## src/rtl/mips_mem_bus_arbiter_pkg.sv

```systemverilog
// ---------------------------------------------------------------------------
// mips_mem_bus_arbiter_pkg
//   Shared types and defaults for the data-memory bus arbiter.
//   - arb_state_e      : arbiter FSM states
//   - ARB_*            : default bus widths, read latency and starvation limit
//   - ARB_CNT_W        : width of the read-latency down-counter (latency 1..7)
// ---------------------------------------------------------------------------
package mips_mem_bus_arbiter_pkg;

  typedef enum logic [1:0] {
    ARB_IDLE,
    ARB_ISSUE,
    ARB_WAIT,
    ARB_DONE
  } arb_state_e;

  localparam int ARB_DATA_W       = 32;
  localparam int ARB_ADDR_W       = 32;
  localparam int ARB_RD_LATENCY   = 1;
  localparam int ARB_STARVE_LIMIT = 4;

  // Read latency is at most 7, so the remaining-cycles counter fits in 3 bits.
  localparam int ARB_CNT_W        = 3;

endpackage : mips_mem_bus_arbiter_pkg

```

## src/rtl/mips_mem_bus_arbiter_if.sv

```systemverilog
// ---------------------------------------------------------------------------
// mips_mem_bus_arbiter_if
//   Bundles the two requester handshakes and the memory-map decoder bus.
//   Port 0 = core load/store unit, port 1 = program loader / debug master.
//   modport slave  : the arbiter's view (accepts requests, drives the bus)
//   modport master : the environment's view (requesters + decoder/memories)
// ---------------------------------------------------------------------------
interface mips_mem_bus_arbiter_if
  import mips_mem_bus_arbiter_pkg::*;
#(
  parameter int DATA_W = ARB_DATA_W,
  parameter int ADDR_W = ARB_ADDR_W
) ();

  // Requester 0
  logic              req0_valid;
  logic              req0_write;
  logic [ADDR_W-1:0] req0_addr;
  logic [DATA_W-1:0] req0_wdata;
  logic              req0_ready;
  logic              req0_rvalid;
  logic [DATA_W-1:0] req0_rdata;
  logic              req0_err;

  // Requester 1
  logic              req1_valid;
  logic              req1_write;
  logic [ADDR_W-1:0] req1_addr;
  logic [DATA_W-1:0] req1_wdata;
  logic              req1_ready;
  logic              req1_rvalid;
  logic [DATA_W-1:0] req1_rdata;
  logic              req1_err;

  // Memory-map decoder bus
  logic              mem_bus_read;
  logic              mem_bus_write;
  logic [ADDR_W-1:0] mem_bus_rd_addr;
  logic [ADDR_W-1:0] mem_bus_wr_addr;
  logic [DATA_W-1:0] mem_bus_wr_data;
  logic [DATA_W-1:0] mem_bus_rd_data;
  logic              mem_bus_rd_addr_error;
  logic              mem_bus_wr_addr_error;

  modport slave (
    input  req0_valid, req0_write, req0_addr, req0_wdata,
    output req0_ready, req0_rvalid, req0_rdata, req0_err,
    input  req1_valid, req1_write, req1_addr, req1_wdata,
    output req1_ready, req1_rvalid, req1_rdata, req1_err,
    output mem_bus_read, mem_bus_write,
    output mem_bus_rd_addr, mem_bus_wr_addr, mem_bus_wr_data,
    input  mem_bus_rd_data, mem_bus_rd_addr_error, mem_bus_wr_addr_error
  );

  modport master (
    output req0_valid, req0_write, req0_addr, req0_wdata,
    input  req0_ready, req0_rvalid, req0_rdata, req0_err,
    output req1_valid, req1_write, req1_addr, req1_wdata,
    input  req1_ready, req1_rvalid, req1_rdata, req1_err,
    input  mem_bus_read, mem_bus_write,
    input  mem_bus_rd_addr, mem_bus_wr_addr, mem_bus_wr_data,
    output mem_bus_rd_data, mem_bus_rd_addr_error, mem_bus_wr_addr_error
  );

endinterface : mips_mem_bus_arbiter_if

```

## src/rtl/mips_mem_arb_pick.sv

```systemverilog
// ---------------------------------------------------------------------------
// mips_mem_arb_pick
//   Winner select for the two-port arbiter plus the starvation counter.
//   Port 0 wins ties until port 1 has watched STARVE_LIMIT consecutive
//   port-0 grants; then port 1 is forced in.
//   clk, rst     : clock, asynchronous active-high reset
//   req0_valid   : port 0 requesting
//   req1_valid   : port 1 requesting
//   accept       : a grant is being taken this cycle (arbiter idle, any valid)
//   grant1       : 1 = port 1 wins, 0 = port 0 wins (meaningful with accept)
// ---------------------------------------------------------------------------
module mips_mem_arb_pick
  import mips_mem_bus_arbiter_pkg::*;
#(
  parameter int STARVE_LIMIT = ARB_STARVE_LIMIT
) (
  input  logic clk,
  input  logic rst,
  input  logic req0_valid,
  input  logic req1_valid,
  input  logic accept,
  output logic grant1
);

  localparam int              CW    = $clog2(STARVE_LIMIT + 1);
  localparam logic [CW-1:0]   LIMIT = CW'(STARVE_LIMIT);

  logic [CW-1:0] starve_cnt_q, starve_cnt_d;

  always_comb begin
    grant1 = req1_valid && (!req0_valid || (starve_cnt_q == LIMIT));
  end

  always_comb begin
    // NOTE: every always_comb output gets a default before any branch, so no path can leave it unassigned and infer a latch.
    starve_cnt_d = starve_cnt_q;
    if (accept) begin
      if (!grant1 && req1_valid) begin
        // Port 0 took the bus while port 1 was waiting.
        if (starve_cnt_q != LIMIT) begin
          starve_cnt_d = starve_cnt_q + 1'b1;
        end
      end else begin
        // Port 1 got in, or nobody was waiting behind port 0.
        starve_cnt_d = '0;
      end
    end
  end

  // NOTE: state registers use non-blocking (<=) so every flop samples pre-edge values regardless of process ordering.
  always_ff @(posedge clk or posedge rst) begin
    if (rst) begin
      starve_cnt_q <= '0;
    end else begin
      starve_cnt_q <= starve_cnt_d;
    end
  end

endmodule : mips_mem_arb_pick

```

## src/rtl/mips_mem_bus_arbiter.sv

```systemverilog
// ---------------------------------------------------------------------------
// mips_mem_bus_arbiter
//   Shares the single data-memory bus between the core load/store unit
//   (port 0) and the program loader / debug master (port 1). One transaction
//   at a time: IDLE (accept) -> ISSUE (strobe) -> WAIT (read latency) -> DONE
//   (completion pulse) -> IDLE.
//   clk, rst : clock, asynchronous active-high reset
//   bus      : requester handshakes and decoder bus (slave modport)
//   busy     : arbiter is not idle
// ---------------------------------------------------------------------------
module mips_mem_bus_arbiter
  import mips_mem_bus_arbiter_pkg::*;
#(
  parameter int DATA_W       = ARB_DATA_W,
  parameter int ADDR_W       = ARB_ADDR_W,
  parameter int RD_LATENCY   = ARB_RD_LATENCY,
  parameter int STARVE_LIMIT = ARB_STARVE_LIMIT
) (
  input  logic                   clk,
  input  logic                   rst,
  mips_mem_bus_arbiter_if.slave  bus,
  output logic                   busy
);

  // Cycles still to wait after ISSUE before read data is on the bus.
  localparam logic [ARB_CNT_W-1:0] CNT_LOAD = ARB_CNT_W'(RD_LATENCY - 1);

  arb_state_e             state_q, state_d;
  logic                   owner_q, owner_d;   // 0 = port 0, 1 = port 1
  logic                   write_q, write_d;
  logic [ADDR_W-1:0]      addr_q,  addr_d;
  logic [DATA_W-1:0]      wdata_q, wdata_d;
  logic                   err_q,   err_d;
  logic [ARB_CNT_W-1:0]   cnt_q,   cnt_d;

  logic                   accept;
  logic                   grant1;
  logic                   done_pulse;
  logic [DATA_W-1:0]      done_rdata;

  mips_mem_arb_pick #(
    .STARVE_LIMIT (STARVE_LIMIT)
  ) u_pick (
    .clk        (clk),
    .rst        (rst),
    .req0_valid (bus.req0_valid),
    .req1_valid (bus.req1_valid),
    .accept     (accept),
    .grant1     (grant1)
  );

  // -------------------------------------------------------------------------
  // Next state, request latches and bus strobes
  // -------------------------------------------------------------------------
  always_comb begin
    state_d           = state_q;
    owner_d           = owner_q;
    write_d           = write_q;
    addr_d            = addr_q;
    wdata_d           = wdata_q;
    err_d             = err_q;
    cnt_d             = cnt_q;
    accept            = 1'b0;
    bus.req0_ready    = 1'b0;
    bus.req1_ready    = 1'b0;
    bus.mem_bus_read  = 1'b0;
    bus.mem_bus_write = 1'b0;

    unique case (state_q)
      ARB_IDLE: begin
        if (bus.req0_valid || bus.req1_valid) begin
          accept  = 1'b1;
          owner_d = grant1;
          state_d = ARB_ISSUE;
          if (grant1) begin
            bus.req1_ready = 1'b1;
            write_d        = bus.req1_write;
            addr_d         = bus.req1_addr;
            wdata_d        = bus.req1_wdata;
          end else begin
            bus.req0_ready = 1'b1;
            write_d        = bus.req0_write;
            addr_d         = bus.req0_addr;
            wdata_d        = bus.req0_wdata;
          end
        end
      end

      ARB_ISSUE: begin
        // The decoder error is combinational and only valid under its strobe,
        // so it is sampled here, the one cycle the strobe is high.
        if (write_q) begin
          bus.mem_bus_write = 1'b1;
          err_d             = bus.mem_bus_wr_addr_error;
          state_d           = ARB_DONE;
        end else begin
          bus.mem_bus_read  = 1'b1;
          err_d             = bus.mem_bus_rd_addr_error;
          cnt_d             = CNT_LOAD;
          state_d           = (CNT_LOAD == '0) ? ARB_DONE : ARB_WAIT;
        end
      end

      ARB_WAIT: begin
        cnt_d = cnt_q - 1'b1;
        if (cnt_d == '0) begin
          state_d = ARB_DONE;
        end
      end

      ARB_DONE: begin
        state_d = ARB_IDLE;
      end

      default: begin
        state_d = ARB_IDLE;
      end
    endcase
  end

  // -------------------------------------------------------------------------
  // Completion. DONE is the cycle ISSUE+RD_LATENCY in which read data is
  // valid; the address is still held, so the data is taken straight off the
  // bus and qualified by rvalid. Errored reads and writes return zero.
  // -------------------------------------------------------------------------
  always_comb begin
    done_pulse = (state_q == ARB_DONE);
    done_rdata = (err_q || write_q) ? '0 : bus.mem_bus_rd_data;

    bus.req0_rvalid = done_pulse && !owner_q;
    bus.req0_err    = done_pulse && !owner_q && err_q;
    bus.req0_rdata  = (done_pulse && !owner_q) ? done_rdata : '0;

    bus.req1_rvalid = done_pulse && owner_q;
    bus.req1_err    = done_pulse && owner_q && err_q;
    bus.req1_rdata  = (done_pulse && owner_q) ? done_rdata : '0;
  end

  // Addresses and write data hold the latched request until the next accept;
  // the strobes say when they mean anything.
  always_comb begin
    bus.mem_bus_rd_addr = addr_q;
    bus.mem_bus_wr_addr = addr_q;
    bus.mem_bus_wr_data = wdata_q;
    busy                = (state_q != ARB_IDLE);
  end

  always_ff @(posedge clk or posedge rst) begin
    if (rst) begin
      state_q <= ARB_IDLE;
      owner_q <= 1'b0;
      write_q <= 1'b0;
      addr_q  <= '0;
      wdata_q <= '0;
      err_q   <= 1'b0;
      cnt_q   <= '0;
    end else begin
      state_q <= state_d;
      owner_q <= owner_d;
      write_q <= write_d;
      addr_q  <= addr_d;
      wdata_q <= wdata_d;
      err_q   <= err_d;
      cnt_q   <= cnt_d;
    end
  end

endmodule : mips_mem_bus_arbiter

```

## src/flat_wrapper.sv

```systemverilog
// flat-port wrapper written by rule: the top's interface ports become plain ports
module mips_mem_bus_arbiter_flat import mips_mem_bus_arbiter_pkg::*;
#(
  parameter int DATA_W       = ARB_DATA_W,
  parameter int ADDR_W       = ARB_ADDR_W,
  parameter int RD_LATENCY   = ARB_RD_LATENCY,
  parameter int STARVE_LIMIT = ARB_STARVE_LIMIT
)
  (clk, rst, busy, bus_req0_valid, bus_req0_write, bus_req0_addr, bus_req0_wdata, bus_req0_ready, bus_req0_rvalid, bus_req0_rdata, bus_req0_err, bus_req1_valid, bus_req1_write, bus_req1_addr, bus_req1_wdata, bus_req1_ready, bus_req1_rvalid, bus_req1_rdata, bus_req1_err, bus_mem_bus_read, bus_mem_bus_write, bus_mem_bus_rd_addr, bus_mem_bus_wr_addr, bus_mem_bus_wr_data, bus_mem_bus_rd_data, bus_mem_bus_rd_addr_error, bus_mem_bus_wr_addr_error);
  mips_mem_bus_arbiter_if #(.DATA_W(DATA_W), .ADDR_W(ADDR_W)) bus_i ();
  input  logic clk;
  input  logic rst;
  output logic busy;
  input wire logic [$bits(bus_i.req0_valid)-1:0] bus_req0_valid;
  input wire logic [$bits(bus_i.req0_write)-1:0] bus_req0_write;
  input wire logic [$bits(bus_i.req0_addr)-1:0] bus_req0_addr;
  input wire logic [$bits(bus_i.req0_wdata)-1:0] bus_req0_wdata;
  output wire logic [$bits(bus_i.req0_ready)-1:0] bus_req0_ready;
  output wire logic [$bits(bus_i.req0_rvalid)-1:0] bus_req0_rvalid;
  output wire logic [$bits(bus_i.req0_rdata)-1:0] bus_req0_rdata;
  output wire logic [$bits(bus_i.req0_err)-1:0] bus_req0_err;
  input wire logic [$bits(bus_i.req1_valid)-1:0] bus_req1_valid;
  input wire logic [$bits(bus_i.req1_write)-1:0] bus_req1_write;
  input wire logic [$bits(bus_i.req1_addr)-1:0] bus_req1_addr;
  input wire logic [$bits(bus_i.req1_wdata)-1:0] bus_req1_wdata;
  output wire logic [$bits(bus_i.req1_ready)-1:0] bus_req1_ready;
  output wire logic [$bits(bus_i.req1_rvalid)-1:0] bus_req1_rvalid;
  output wire logic [$bits(bus_i.req1_rdata)-1:0] bus_req1_rdata;
  output wire logic [$bits(bus_i.req1_err)-1:0] bus_req1_err;
  output wire logic [$bits(bus_i.mem_bus_read)-1:0] bus_mem_bus_read;
  output wire logic [$bits(bus_i.mem_bus_write)-1:0] bus_mem_bus_write;
  output wire logic [$bits(bus_i.mem_bus_rd_addr)-1:0] bus_mem_bus_rd_addr;
  output wire logic [$bits(bus_i.mem_bus_wr_addr)-1:0] bus_mem_bus_wr_addr;
  output wire logic [$bits(bus_i.mem_bus_wr_data)-1:0] bus_mem_bus_wr_data;
  input wire logic [$bits(bus_i.mem_bus_rd_data)-1:0] bus_mem_bus_rd_data;
  input wire logic [$bits(bus_i.mem_bus_rd_addr_error)-1:0] bus_mem_bus_rd_addr_error;
  input wire logic [$bits(bus_i.mem_bus_wr_addr_error)-1:0] bus_mem_bus_wr_addr_error;
  assign bus_i.req0_valid = bus_req0_valid;
  assign bus_i.req0_write = bus_req0_write;
  assign bus_i.req0_addr = bus_req0_addr;
  assign bus_i.req0_wdata = bus_req0_wdata;
  assign bus_req0_ready = bus_i.req0_ready;
  assign bus_req0_rvalid = bus_i.req0_rvalid;
  assign bus_req0_rdata = bus_i.req0_rdata;
  assign bus_req0_err = bus_i.req0_err;
  assign bus_i.req1_valid = bus_req1_valid;
  assign bus_i.req1_write = bus_req1_write;
  assign bus_i.req1_addr = bus_req1_addr;
  assign bus_i.req1_wdata = bus_req1_wdata;
  assign bus_req1_ready = bus_i.req1_ready;
  assign bus_req1_rvalid = bus_i.req1_rvalid;
  assign bus_req1_rdata = bus_i.req1_rdata;
  assign bus_req1_err = bus_i.req1_err;
  assign bus_mem_bus_read = bus_i.mem_bus_read;
  assign bus_mem_bus_write = bus_i.mem_bus_write;
  assign bus_mem_bus_rd_addr = bus_i.mem_bus_rd_addr;
  assign bus_mem_bus_wr_addr = bus_i.mem_bus_wr_addr;
  assign bus_mem_bus_wr_data = bus_i.mem_bus_wr_data;
  assign bus_i.mem_bus_rd_data = bus_mem_bus_rd_data;
  assign bus_i.mem_bus_rd_addr_error = bus_mem_bus_rd_addr_error;
  assign bus_i.mem_bus_wr_addr_error = bus_mem_bus_wr_addr_error;
  mips_mem_bus_arbiter #(.DATA_W(DATA_W), .ADDR_W(ADDR_W), .RD_LATENCY(RD_LATENCY), .STARVE_LIMIT(STARVE_LIMIT)) u_core (.clk(clk), .rst(rst), .bus(bus_i), .busy(busy));
endmodule
```

## config.mk

```make
export PLATFORM = sky130hd
export DESIGN_NAME = mips_mem_bus_arbiter_flat
export DESIGN_NICKNAME = d
export VERILOG_FILES = /design/src/rtl/mips_mem_bus_arbiter_pkg.sv /design/src/rtl/mips_mem_bus_arbiter_if.sv /design/src/rtl/mips_mem_arb_pick.sv /design/src/rtl/mips_mem_bus_arbiter.sv /design/src/flat_wrapper.sv
export SDC_FILE = /design/constraint.sdc
export NUM_CORES = 1
export LEC_CHECK = 0
export CAP_MARGIN = 25
export CORE_AREA = 5 5 128 130
export DETAILED_ROUTE_END_ITERATION = 8
export DIE_AREA = 0 0 133 135
export GPL_TIMING_DRIVEN = 0
export PLACE_DENSITY = 0.75
export SYNTH_ARGS = -nofsm -noshare
export SYNTH_HDL_FRONTEND = slang
export SYNTH_SLANG_ARGS = --single-unit
```

## constraint.sdc

```tcl
create_clock -name clk -period 5.55 [get_ports clk]
set_input_delay 0.555 -clock clk [delete_from_list [all_inputs] [get_ports clk]]
set_output_delay 0.555 -clock clk [all_outputs]
set_load 0.1 [all_outputs]
```

# After elaboration in Yosys (flattened, before gate mapping)
# Cells that the tools add are included.
# Widths: inputs -> output; s select.
# word_totals
ff_bits	75
latch_bits	0
ram_bits	0
mem_bits_ro	0
out_inout_bits	169
word_cells	65
n_memories	0
# op_classes
add_sub_neg	2
mul	0
div	0
magnitude_cmp	0
n_eq_ne	9
shifts	0
mux	26
bitwise	0
reduce_logical	20
# op_table
op	n
$mux 32	5
$mux 1	14
$mux 3	3
$pmux 2 s4	1
$reduce_and 2->1	4
$logic_and 1x1->1	6
$ne 2x1->1 const B	3
$pmux 3 s2	1
$eq 2x2->1 const B	2
$mux 2	2
$reduce_bool 2->1	2
$add 3x1->3 const B	1
$eq 3x3->1 const B	1
$logic_not 1->1	3
$logic_not 3->1	1
$logic_or 1x1->1	3
$ne 3x3->1 const B	1
$sub 3x1->3 const B	1
$eq 2x1->1 const B	1
$logic_not 2->1	1
$ne 2x2->1 const B	1

# Longest topological paths before layout
# Gate-level depths: netlist of the first run.
# depth
word_depth	7
depth_mapped	8
ltp_nobuf	5

# Cells and area by module
# From an unflattened synthesis of the first run, not the netlist that was laid out.
# hier_totals
cells_unflattened	458
hier_area_um2	4425.5
# by_module_without_submodules
mod	instances	cells_per_inst	area_each_um2	seq_area_each_um2
mips_mem_bus_arbiter	1	438	4227.8	1801.7
mips_mem_arb_pick	1	20	197.7	75.1

# Least setup slack after synthesis of the first run
# OpenSTA, ideal clock, no wires.
# synth_timing
kind	flip-flop to output port
from	reg u_core.state_q[1]
to	out bus_req1_rdata[10]
arrival_ns	2.783
path_slack_ns	2.212
stages_incl_launch_ff	6
path_cell_list	dfrtp_1 ha_1 and2_1 nor3b_1 clkbuf_1 and2_1
# synth_between
elab_chain_cells	3
# synth_lines
element	line_no	source
from (decl)	mips_mem_bus_arbiter.sv:28	arb_state_e state_q, state_d;
from (signal assigned)	mips_mem_bus_arbiter.sv:158	state_q <= state_d;
$eq 2x2->1	mips_mem_bus_arbiter.sv:127	done_pulse = (state_q == ARB_DONE);
$logic_and 1x1->1	-	
named net bus_req1_rvalid	flat_wrapper.sv:27	output wire logic [$bits(bus_i.req1_rvalid)-1:0] bus_req1_rvalid;
$mux 32	mips_mem_bus_arbiter.sv:136	bus.req1_rdata = (done_pulse && owner_q) ? done_rdata : '0;
to (decl)	flat_wrapper.sv:28	output wire logic [$bits(bus_i.req1_rdata)-1:0] bus_req1_rdata;
# The timed path passes the listed nets, and every way through them passes these cells.

# Worst setup path after layout of the first run
# layout_timing
from	reg u_core.state_q[1]
to	out bus_req0_rdata[22]
# layout_between
elab_chain_cells	3
# layout_lines
element	line_no	source
$eq 2x2->1	mips_mem_bus_arbiter.sv:127	
$logic_and 1x1->1	mips_mem_bus_arbiter.sv:132	bus.req0_rdata = (done_pulse && !owner_q) ? done_rdata : '0;
$mux 32	mips_mem_bus_arbiter.sv:132	
to (decl)	flat_wrapper.sv:20	output wire logic [$bits(bus_i.req0_rdata)-1:0] bus_req0_rdata;
# No other way between the ends.

==> flow_summary.json, run 1 <==
{
  "status": "finished clean",
  "io_pins": 337,
  "grt-ovfl-total": 0,
  "async_flop_share": 1.00,
  "grt_max_degree": 43,
  "min_path_type": "reg -> reg",
  "fin_tns_setup_ns": 0,
  "ctsResizeCount": 0,
  "critical_path_class": "reg -> out",
  "drv_slew": 0,
  "initial_utilization": 0.323,
  "synth_area_um2": 4850,
  "avgViaCountPerCell": 4.96,
  "cts_sinks": 75,
  "max_stage_delay_ns": 1.15,
  "netlist_instances": 552,
  "setup_viol": 0,
  "ant_nets": 0,
  "fin_cells": 1097,
  "antenna_found_initial": 0,
  "clock_path_buffers": 2,
  "area_growth_pct": 83.6,
  "h-tree-depth": 3,
  "die_w_um": 133,
  "grt_usage": 0.222,
  "fin_crit_ns": 3.89,
  "post-route-period-util": 0.700,
  "cp_top_family": "buffers and inverters",
  "drtPass1Iterations": 4,
  "dieArea_um2": 18000,
  "post-cts-setup-buffers": 0,
  "dp.cells": 1081,
  "io_buffer_count": 336,
  "num_rows": 45,
  "clock_latency_ns": 0.34,
  "skew_ns": 0.00903,
  "drt_iter0_markers": 186,
  "dp_hpwl_um": 16600,
  "fin_util": 0.593,
  "die_h_um": 135,
  "synth.distinct_cells": 36,
  "path_buf_inv": 2,
  "synth_ff_type": "dfrtp_1",
  "n_antenna_cell": 0,
  "vias": 5439,
  "routed_wl_um": 20900,
  "maxCapViolCount": 0,
  "worstPathArrival_ns": 3.33,
  "cts_buffers": 9,
  "worst_pin_slew_ns": 1.05,
  "rsz0062_at_grt": "no",
  "crit_required_ns": 4.99,
  "cp_cell_sequence": "ha_1 > and2b_1 > nor3b_1 > clkbuf_1 > and2_1 > clkdlybuf4s50_1",
  "whs_ns": 0.489,
  "ys_ff_latch": 75,
  "synth_fp_nets": 728,
  "slew_headroom": 0.300,
  "finalNetCount": 1080,
  "final_cell_mix": "clkdlybuf4s50_1, nand2_1, dfrtp_1, nand4_1, and2_1",
  "gp_congestion": 0.822,
  "design.core.area_um2": 15000,
  "setup.worst_path.end_class": "output port",
  "grt_pass1_wl_um": 31200,
  "grt_pass1_vias": 5536,
  "cts_tree": "done",
  "crit_fanout": 10,
  "drive_gt1_frac": 0.130,
  "syn_avg_cell_area_um2": 8.79,
  "clockRootBuffer": "clkbuf_16",
  "holdBufCountCts": 0,
  "ys_seq_area_frac": 0.387,
  "fillers": 1327,
  "wire_per_inst_um": 19.1,
  "final_hold_viol_count": 0,
  "critical_path.slowest_cell": "clkdlybuf4s50_1",
  "synth-edff-count": 0,
  "final_common_cell": "clkdlybuf4s50_1",
  "clk_pin_slew_worst_paths_ns": 0.07,
  "startpoint_type": "register",
  "synth.yosys.warnings": 0,
  "max_clock_freq_ghz": 0.257,
  "drc_errors": 0
}
-- area by class of cell --
type                    count  area (um2)  area share
inverters                   8        32.5     0.00365
well taps                 188         235      0.0264
clock inverters             6        90.1      0.0101
clock buffers              10         229      0.0257
multi-input cells         386        2450       0.275
flip-flops and latches     75        1880       0.211
repair buffers            341        3500       0.393
plain buffers              83         494      0.0555
-- logic make-up after synthesis --
logic type | share of synthesized area
AND/OR/NAND/NOR | 0.311
adder cells (fa/ha/maj) | 0.0206
AO/OA/AOI/OAI | 0.165
XOR/XNOR | 0.00181
flip-flops | 0.387
buffers and inverters | 0.108
multiplexers | 0.00619
-- worst paths after layout --
kind | start | end | slack (ns) | depth (start not counted)
worst max-delay path | u_core.state_q[1] | bus_req0_rdata[22] | 1.66 | 6
worst min-delay path | u_core.bus.mem_bus_wr_data[29] | u_core.bus.mem_bus_wr_data[29] | 0.49 | 2
worst max register to register | u_core.state_q[0] | u_core.bus.mem_bus_wr_data[6] | 3.46 | 7
worst min register to register | u_core.bus.mem_bus_wr_data[29] | u_core.bus.mem_bus_wr_data[29] | 0.49 | 2
max in group asynchronous | rst | u_core.bus.mem_bus_rd_addr[16] | 4.37 | 3
min in group asynchronous | rst | u_core.bus.mem_bus_wr_data[17] | 0.60 | 2
-- worst min-delay path, cell delays in order (launching register included) --
cell,delay [ns]
dfrtp_1,0.34
nand2_1,0.06
o211ai_2,0.06
-- stage by stage --
| step | instance area [um2] | setup WS (ns) |
|---|---|---|
| CTS | 8910 | 1.60 |
| global placement | 8450 | 1.61 |
| finish | 8910 | 1.66 |
| floorplan | 4850 | 2.21 |
| global route | 8910 | 1.35 |
| detailed placement | 8590 | 1.79 |
-- sequential cells by signal, summed over array words and instances, names as in the netlist --
signal                      flops
u_core.bus.mem_bus_rd_addr     32
u_core.bus.mem_bus_wr_data     32
u_core.u_pick.starve_cnt_q      3
u_core.state_q                  2
u_core.owner_q                  1
u_core.write_q                  1
u_core.err_q                    1
u_core.cnt_q                    3
-- synth_stat cells (all sizes together) (3+ instances only) --
cell type  instances  area [um2]
o21ai              8        43.8
nand2            135         507
inv                8        30.0
nand4             67         419
o211ai            66         696
dfrtp             75        1880
nor3b              5        48.8
and2              68         428
nor2               3        11.3
mux2i              3        30.0
buf               59         404
clkbuf            24        90.1
ha                 8         100
nor2b              4        25.0
-- metal layers --
layer | global-route usage | wire [um]
met5 | 0 | 0
met4 | 0.0658 | 373
met3 | 0.0723 | 2020
met2 | 0.387 | 10400
met1 | 0.261 | 8130
Power of run 1 is not shown: default switching activity piles up to over one toggle a cycle in this logic, so the estimate is an artifact.
==> run 2, diff against run 1 <==
--- a/config.mk
+++ b/config.mk
@@ -6,11 +6,11 @@
 export NUM_CORES = 1
 export LEC_CHECK = 0
 export CAP_MARGIN = 25
-export CORE_AREA = 5 5 128 130
+export CORE_MARGIN = 5
+export CORE_UTILIZATION = 32
 export DETAILED_ROUTE_END_ITERATION = 8
-export DIE_AREA = 0 0 133 135
 export GPL_TIMING_DRIVEN = 0
-export PLACE_DENSITY = 0.75
+export PLACE_DENSITY = 0.77
 export SYNTH_ARGS = -nofsm -noshare
 export SYNTH_HDL_FRONTEND = slang
 export SYNTH_SLANG_ARGS = --single-unit
==> constraint.sdc (replaced) <==
create_clock -name clk -period 3.3 [get_ports clk]
set_input_delay 0.33 -clock clk [delete_from_list [all_inputs] [get_ports clk]]
set_output_delay 0.33 -clock clk [all_outputs]
set_load 0.1 [all_outputs]
==> run 2 against run 1 <==
Flip-flop and latch count stayed put. Sequential share of layout area increased by 0.11 points. Register-to-register slack got worse by 2.2 ns. Global-route usage fell by 0.74 points. Non-clock buffer count is 4 lower. Critical path type unchanged. Critical endpoint is now busy.
==> flow_summary.json, run 2 (same netlist as run 1, synthesis figures left out) <==
{
  "grt-ovfl-total": 0,
  "die_h_um": 133,
  "dieArea_um2": 17700,
  "post-route-period-util": 0.923,
  "setup.worst_path.end_class": "output port",
  "final_hold_viol_count": 0,
  "slew_headroom": 0.299,
  "ant_nets": 0,
  "grt_usage": 0.215,
  "dp.cells": 1077,
  "cts_buffers": 9,
  "clock_latency_ns": 0.33,
  "gp_congestion": 0.816,
  "status": "finished clean",
  "r2r-end": "u_core.bus.mem_bus_wr_data[4]",
  "rsz0062_at_grt": "no",
  "crit_fanout": 10,
  "finalNetCount": 1076,
  "drive_gt1_frac": 0.194,
  "clock_path_buffers": 2,
  "io_pins": 337,
  "drt_iter0_markers": 224,
  "drv_slew": 0,
  "post-cts-setup-buffers": 0,
  "num_rows": 45,
  "rr_worst_depth": 7,
  "clk_pin_slew_worst_paths_ns": 0.06,
  "area_growth_pct": 82.7,
  "drtPass1Iterations": 4,
  "whs_ns": 0.256,
  "skew_ns": 0.00743,
  "maxCapViolCount": 0,
  "fillers": 1336,
  "grt_pass1_wl_um": 30500,
  "design_area_um2": 8860,
  "avgViaCountPerCell": 4.95,
  "io_buffer_count": 336,
  "routed_wl_um": 19900,
  "fin_crit_ns": 3.05,
  "holdBufCountCts": 0,
  "design.core.area_um2": 15000,
  "grt_max_degree": 66,
  "worst_pin_slew_ns": 1.05,
  "wire_per_inst_um": 18.2,
  "grt_pass1_vias": 5646,
  "placed_area_um2": 8480,
  "antenna_found_initial": 0,
  "fin_cells": 1093,
  "die_w_um": 133,
  "rr_startpoint": "u_core.state_q[0]",
  "startpoint_type": "register",
  "critical_path_class": "reg -> out",
  "worstPathArrival_ns": 2.72,
  "dp_hpwl_um": 15800,
  "r2r_slack_ns": 1.26,
  "final_cell_mix": "clkdlybuf4s50_1, nand2_1, dfrtp_1, nand4_1, and2_1",
  "setup_viol": 0,
  "vias": 5414,
  "cts_tree": "done",
  "n_antenna_cell": 0,
  "max_clock_freq_ghz": 0.328,
  "final_common_cell": "clkdlybuf4s50_1",
  "pre_cts_slack_ns": -0.195,
  "initial_utilization": 0.323,
  "drc_errors": 0,
  "clockRootBuffer": "clkbuf_16",
  "final.setup.worst_slack_ns": 0.253,
  "crit_required_ns": 2.97,
  "h-tree-depth": 3,
  "cts_sinks": 75,
  "min_path_type": "in -> async"
}
[run 2: worst max-delay path by stage]
stage,endpoint,from,cells after the start,slack (ns)
final,busy,u_core.state_q[0],7,0.25
after global routing,busy,u_core.state_q[0],7,0.06
after CTS,bus_req1_rdata[18],u_core.state_q[1],6,0.03
after detailed placement,bus_req1_rdata[18],u_core.state_q[1],6,-0.20
after global placement,u_core.bus.mem_bus_rd_addr[19],rst,2,-0.42
after floorplan,bus_req1_rdata[10],u_core.state_q[1],5,0.19
[run 2: routing by layer]
| layer | global-route usage | up-vias | wire length (um) |
|---|---|---|---|
| met4 | 0.0577 | 0 | 340 |
| met5 | 0 | - | 0 |
| met2 | 0.387 | 256 | 10100 |
| met3 | 0.0661 | 24 | 1840 |
| met1 | 0.247 | 2543 | 7640 |
| li1 | - | 2591 | - |
[run 2: critical path: stages (launching register included)]
cell	delay, ns
dfrtp_1	0.40
inv_1	0.10
ha_1	0.21
buf_4	0.19
clkbuf_1	0.26
clkbuf_1	0.28
inv_1	0.09
dlygate4sd2_1	0.85
[run 2: timing repair]
action | CTS | global route
endpoints found under the setup margin | 66 | 42
resized for setup | 186 | 2
cloned | 0 | 0
[run 2: final cells by class]
| class | count | area (um2) | area share |
|---|---|---|---|
| Sequential cell | 75 | 1880 | 0.212 |
| Multi-Input combinational cell | 386 | 2460 | 0.278 |
| Clock inverter | 4 | 48.8 | 0.00551 |
| Timing Repair Buffer | 337 | 3460 | 0.390 |
| Inverter | 8 | 32.5 | 0.00367 |
| Tap cell | 188 | 235 | 0.0265 |
| Buffer | 83 | 494 | 0.0558 |
| Clock buffer | 12 | 256 | 0.0289 |
[run 2: stage by stage]
step                TNS (ns)   util
floorplan                  0      -
global placement      -35.68  0.562
detailed placement     -4.81  0.564
CTS                        0  0.589
global route               0  0.590
finish                     0  0.590
Power of run 2 is left out for the same reason.
==> RTL edit 1: new RTL, settings of run 1 <==
The 4 states of `arb_state_e` get a one-hot encoding in 4 bits.
--- a/src/rtl/mips_mem_bus_arbiter_pkg.sv
+++ b/src/rtl/mips_mem_bus_arbiter_pkg.sv
@@ -7,11 +7,11 @@
 // ---------------------------------------------------------------------------
 package mips_mem_bus_arbiter_pkg;
 
-  typedef enum logic [1:0] {
-    ARB_IDLE,
-    ARB_ISSUE,
-    ARB_WAIT,
-    ARB_DONE
+  typedef enum logic [3:0] {
+    ARB_IDLE  = 4'b0001,
+    ARB_ISSUE = 4'b0010,
+    ARB_WAIT  = 4'b0100,
+    ARB_DONE  = 4'b1000
   } arb_state_e;
 
   localparam int ARB_DATA_W       = 32;
Formal check against the unedited RTL: same outputs for any inputs over 4 cycles, from zero or initial values and one cycle with rst high; so few cycles prove little.
==> RTL edit 1 against run 1 <==
- area after synthesis is 8.3% lower
- count of clock-buffer cells in the layout is 1 higher
- setup slack better by 0.19 ns
- sequential cell count is 2 lower
- routed wire length is 2.8% lower
- critical path depth stayed put
- design area is 5.9% lower
- die area stayed put
- non-clock buffer count is 6 higher
- first-iteration DRC count is 69% higher
- maximum frequency is 5.0% higher
- sequential share of layout area is 0.73 points higher
- critical path type is now input pin to output port
Power is not shown: default switching activity piles up to over one toggle a cycle in this logic, so the estimate is an artifact.
==> RTL edit 1: results (changes against run 1) <==
The stage delay of the slowest cell on the critical path is 1.17 ns (was 1.15 ns), and the weighted congestion at the end of routability-driven global placement is 0.860 (was 0.822). The logs give 315 (was 186) for the number of design-rule violations left by the first detailed-router iteration and 73 (was 75) for the clock sink total. The clock buffer and inverter area fraction after layout is 3.80% (was 3.58%), and the mux cell area share after synthesis is 0.225% (was 0.619%). The capture endpoint of the worst hold path was u_core.u_pick.starve_cnt_q[1]$_DFFE_PP0P_ (was u_core.bus.mem_bus_wr_data[29]$_DFFE_PP0P_). The multi-input gate area in the final layout is 2100 sq um (was 2450 sq um). Startpoint of the worst-slack reg-to-reg timing path: u_core.u_pick.starve_cnt_q[0]$_DFFE_PP0P_ (was u_core.state_q[0]$_DFFE_PP0P_). The wire length the detailed router placed on met1 is 8180 um (was 8130 um).

The detailed-placement wirelength estimate was 15700 um (was 16600 um); the number of fill cells was 1390 (was 1327). The tools report the number of clock buffer instances in the layout as 11 (was 10). The final-layout non-clock buffer area share came out at 46.2% (was 44.8%). The logs give 3.15 ns (was 3.33 ns) for the data arrival time of the worst path and 5589 (was 5536) for the via count of the first global-routing pass. The number of logic inverters in the finished layout is 7 (was 8), and the sequential share of cell area is 21.8% (was 21.1%).

The adder and majority gate portion of the synthesized area was 0.563% (was 2.06%); the layout multi-input combinational cell count was 291 (was 386). The average wire per cell in the routed design was 20.3 um (was 19.1 um); the maximum number of pins on one net before global-route repair was 47 (was 43). The run gives 30 (was 36) as the number of distinct library cells after synthesis.

The startpoint of the worst hold path was u_core.u_pick.starve_cnt_q[1]$_DFFE_PP0P_ (was u_core.bus.mem_bus_wr_data[29]$_DFFE_PP0P_). The tools report the synthesized netlist net count as 635 (was 728). Top cells by area in the synthesized netlist: sky130_fd_sc_hd__dfrtp_1, sky130_fd_sc_hd__a2bb2oi_1, sky130_fd_sc_hd__a311oi_1, sky130_fd_sc_hd__and3_1, sky130_fd_sc_hd__o21ai_0 (was sky130_fd_sc_hd__dfrtp_1, sky130_fd_sc_hd__nand2_1, sky130_fd_sc_hd__o211ai_2, sky130_fd_sc_hd__nand4_1, sky130_fd_sc_hd__and2_1).

The run gives 7 (was 4) as the first-pass iteration count of the detailed router. The tools report the maximum frequency from static timing analysis as 0.270 GHz (was 0.257 GHz). The flow ran to the end, and the final reports show no timing, DRC or antenna violations.
[RTL edit 1: how the worst max path moves through the flow]
stage                                        from                        to  slack, ns  cells after the start
global placement                              rst  u_core.err_q$_DFFE_PP0P_       1.69                      2
detailed placement                 bus_req1_valid            bus_req1_ready       1.87                      6
CTS                    u_core.owner_q$_DFFE_PP0P_        bus_req0_rdata[29]       1.86                      4
floorplan           u_core.state_q[0]$_DFFE_PP1P_            bus_req1_ready       2.03                      4
global route                       bus_req1_valid            bus_req1_ready       1.71                      6
finish                             bus_req1_valid            bus_req1_ready       1.85                      6
[RTL edit 1: metrics by stage]
stage	worst slack, ns	instance area [sq um]	hold WS [ns]	util (%)	cells
2_1_floorplan	2.03	4450	0.491	-	465
3_3_place_gp	1.69	8040	0.515	53.5	988
3_5_place_dp	1.87	8070	0.512	53.7	989
4_1_cts	1.86	8390	0.526	55.8	1004
5_1_grt	1.71	8390	0.558	55.8	1004
6_report	1.85	8390	0.528	55.8	1004
==> RTL edit 2: new RTL, config.mk and constraints of run 1 <==
Made on the original files. Set the package constant `ARB_STARVE_LIMIT` to 2 (it was 4).
--- a/src/rtl/mips_mem_bus_arbiter_pkg.sv
+++ b/src/rtl/mips_mem_bus_arbiter_pkg.sv
@@ -17,7 +17,7 @@
   localparam int ARB_DATA_W       = 32;
   localparam int ARB_ADDR_W       = 32;
   localparam int ARB_RD_LATENCY   = 1;
-  localparam int ARB_STARVE_LIMIT = 4;
+  localparam int ARB_STARVE_LIMIT = 2;
 
   // Read latency is at most 7, so the remaining-cycles counter fits in 3 bits.
   localparam int ARB_CNT_W        = 3;
Function: changed (Yosys sat finds a counterexample within 10 cycles, from zero or initial values and one cycle with rst high).
==> RTL edit 2 against run 1 <==
- count of clock-buffer cells in the layout unchanged
- area after synthesis down 8.2%
- setup slack better by 0.25 ns
- non-clock buffer count down 7
- hold slack worse by 0.0075 ns
- via count down 3.4%
- routed wire length down 5.2%
- final cell count down 1.9%
- clock skew down 0.0022 ns
- design area down 6.1%
- sequential cell count down 1
Power is left out: the tool's default activity adds up to more than one toggle a clock period on the data nets, which glitch-free logic cannot reach.
==> RTL edit 2: results (changes against run 1) <==
The run finished with clean final reports. The detailed-route vias per instance was 4.88 (was 4.96); the post-place setup slack was 1.97 ns (was 1.79 ns). The global-route usage over all layers is 20.8% (was 22.2%), and the total number of nets in the final design is 1058 (was 1080). The area of placed instances is 8070 sq um (was 8590 sq um). The largest clock skew in the final design is 0.00682 ns (was 0.00903 ns). The post-synthesis compound-gate area fraction works out to 26.0% (was 16.5%).

The number of design-rule violations left by the first detailed-router iteration was 247 (was 186). The adder and majority gate portion of the synthesized area came out at 1.97% (was 2.06%). The detailed-placement wirelength estimate is 15800 um (was 16600 um). The capture endpoint of the worst hold path is u_core.u_pick.starve_cnt_q[0]$_DFFE_PP0P_ (was u_core.bus.mem_bus_wr_data[29]$_DFFE_PP0P_). The number of cells on the worst hold path is 1 (was 2), and the wire length of the first global-routing pass is 29300 um (was 31200 um). The parity-gate share of the synthesized area counting xor and xnor cells works out to 0.197% (was 0.181%). The tools report the data arrival time of the worst path as 3.08 ns (was 3.33 ns).

The first-pass iteration count of the detailed router is 5 (was 4), and the number of fill cells is 1423 (was 1327). Most frequent cells after synthesis: sky130_fd_sc_hd__dfrtp_1, sky130_fd_sc_hd__nor2_1, sky130_fd_sc_hd__a21oi_1, sky130_fd_sc_hd__and2_1, sky130_fd_sc_hd__a31oi_1 (was sky130_fd_sc_hd__nand2_1, sky130_fd_sc_hd__dfrtp_1, sky130_fd_sc_hd__nand4_1). The via count of the first global-routing pass came out at 5127 (was 5536).

For the number of buffers on the longest clock path, the log shows 2 (unchanged). Transition at the pin with the smallest max-transition slack: 1.09 ns (was 1.05 ns). The capturing point of the worst reg2reg path is u_core.bus.mem_bus_wr_data[29]$_DFFE_PP0P_ (was u_core.bus.mem_bus_wr_data[6]$_DFFE_PP0P_). The share of final-layout standard cells stronger than drive strength 1 came out at 9.46% (was 13.0%). The count of port buffers added during placement was 335 (was 336); the mux cell area share after synthesis was 0.927% (was 0.619%).

The async set-reset flop share out of synthesis came out at 100% (unchanged). The maximum number of pins on one net before global-route repair was 46 (was 43); the fraction of the yosys area taken by sequential cells was 41.6% (was 38.7%). The critical path launch point is u_core.state_q[1]$_DFFE_PP0P_ (unchanged).

The time the worst path needs with I/O delays and setup was 3.63 ns (was 3.89 ns). The number of distinct library cells after synthesis was 33 (was 36); the initial antenna violation count was 0 (unchanged). The run gives 3.79 ns (was 3.46 ns) as the slack of the worst reg-to-reg path. The stage delay of the slowest cell on the critical path was 1.19 ns (was 1.15 ns).
-- RTL edit 2: cell types whose count changed after synthesis, moves of 25 or more --
| cell | run 1 | this run |
|---|---|---|
| sky130_fd_sc_hd__o21ai_1 | 0 | 34 |
| sky130_fd_sc_hd__a31oi_1 | 0 | 65 |
| sky130_fd_sc_hd__a21oi_1 | 2 | 67 |
| sky130_fd_sc_hd__o211ai_2 | 40 | 0 |
| sky130_fd_sc_hd__o211ai_1 | 26 | 1 |
| sky130_fd_sc_hd__nor2_1 | 3 | 68 |
| sky130_fd_sc_hd__o21ai_0 | 7 | 38 |
| sky130_fd_sc_hd__nand4_1 | 67 | 0 |
| sky130_fd_sc_hd__nand2_1 | 135 | 3 |
-- RTL edit 2: worst reg2reg max path: cells and delay by family, from the launching register on --
family / cells / cell delay (ns)
buffers and inverters: 3 / 0.58
adder cells (fa/ha/maj): 1 / 0.31
AND/OR/NAND/NOR: 1 / 0.08
AO/OA/AOI/OAI: 2 / 0.32
flip-flops: 1 / 0.40
-- RTL edit 2: metal layers --
metal | share of wire [%] | vias to the layer above | track usage (%)
met5 | 0 | - | 0
met4 | 1.2 | 0 | 3.98
met3 | 8.1 | 15 | 5.81
met2 | 51 | 246 | 37.9
met1 | 39 | 2464 | 24.4
li1 | - | 2527 | -
-- RTL edit 2: cell type report --
cell class,count,area [sq um],share of cell area (%)
buffer,81,490,5.86
sequential,74,1850,22.1
tap,188,235,2.81
inverter,8,32.5,0.389
timing repair buffer,336,3380,40.4
clock inverter,6,66.3,0.793
multi-input combinational,373,2080,24.9
clock buffer,10,229,2.74
-- RTL edit 2: per-stage QoR --
stage,cells,hold WS [ns]
global placement,1059,0.464
CTS,1076,0.480
global route,1076,0.491
floorplan,536,0.445
detailed placement,1060,0.469
finish,1076,0.481
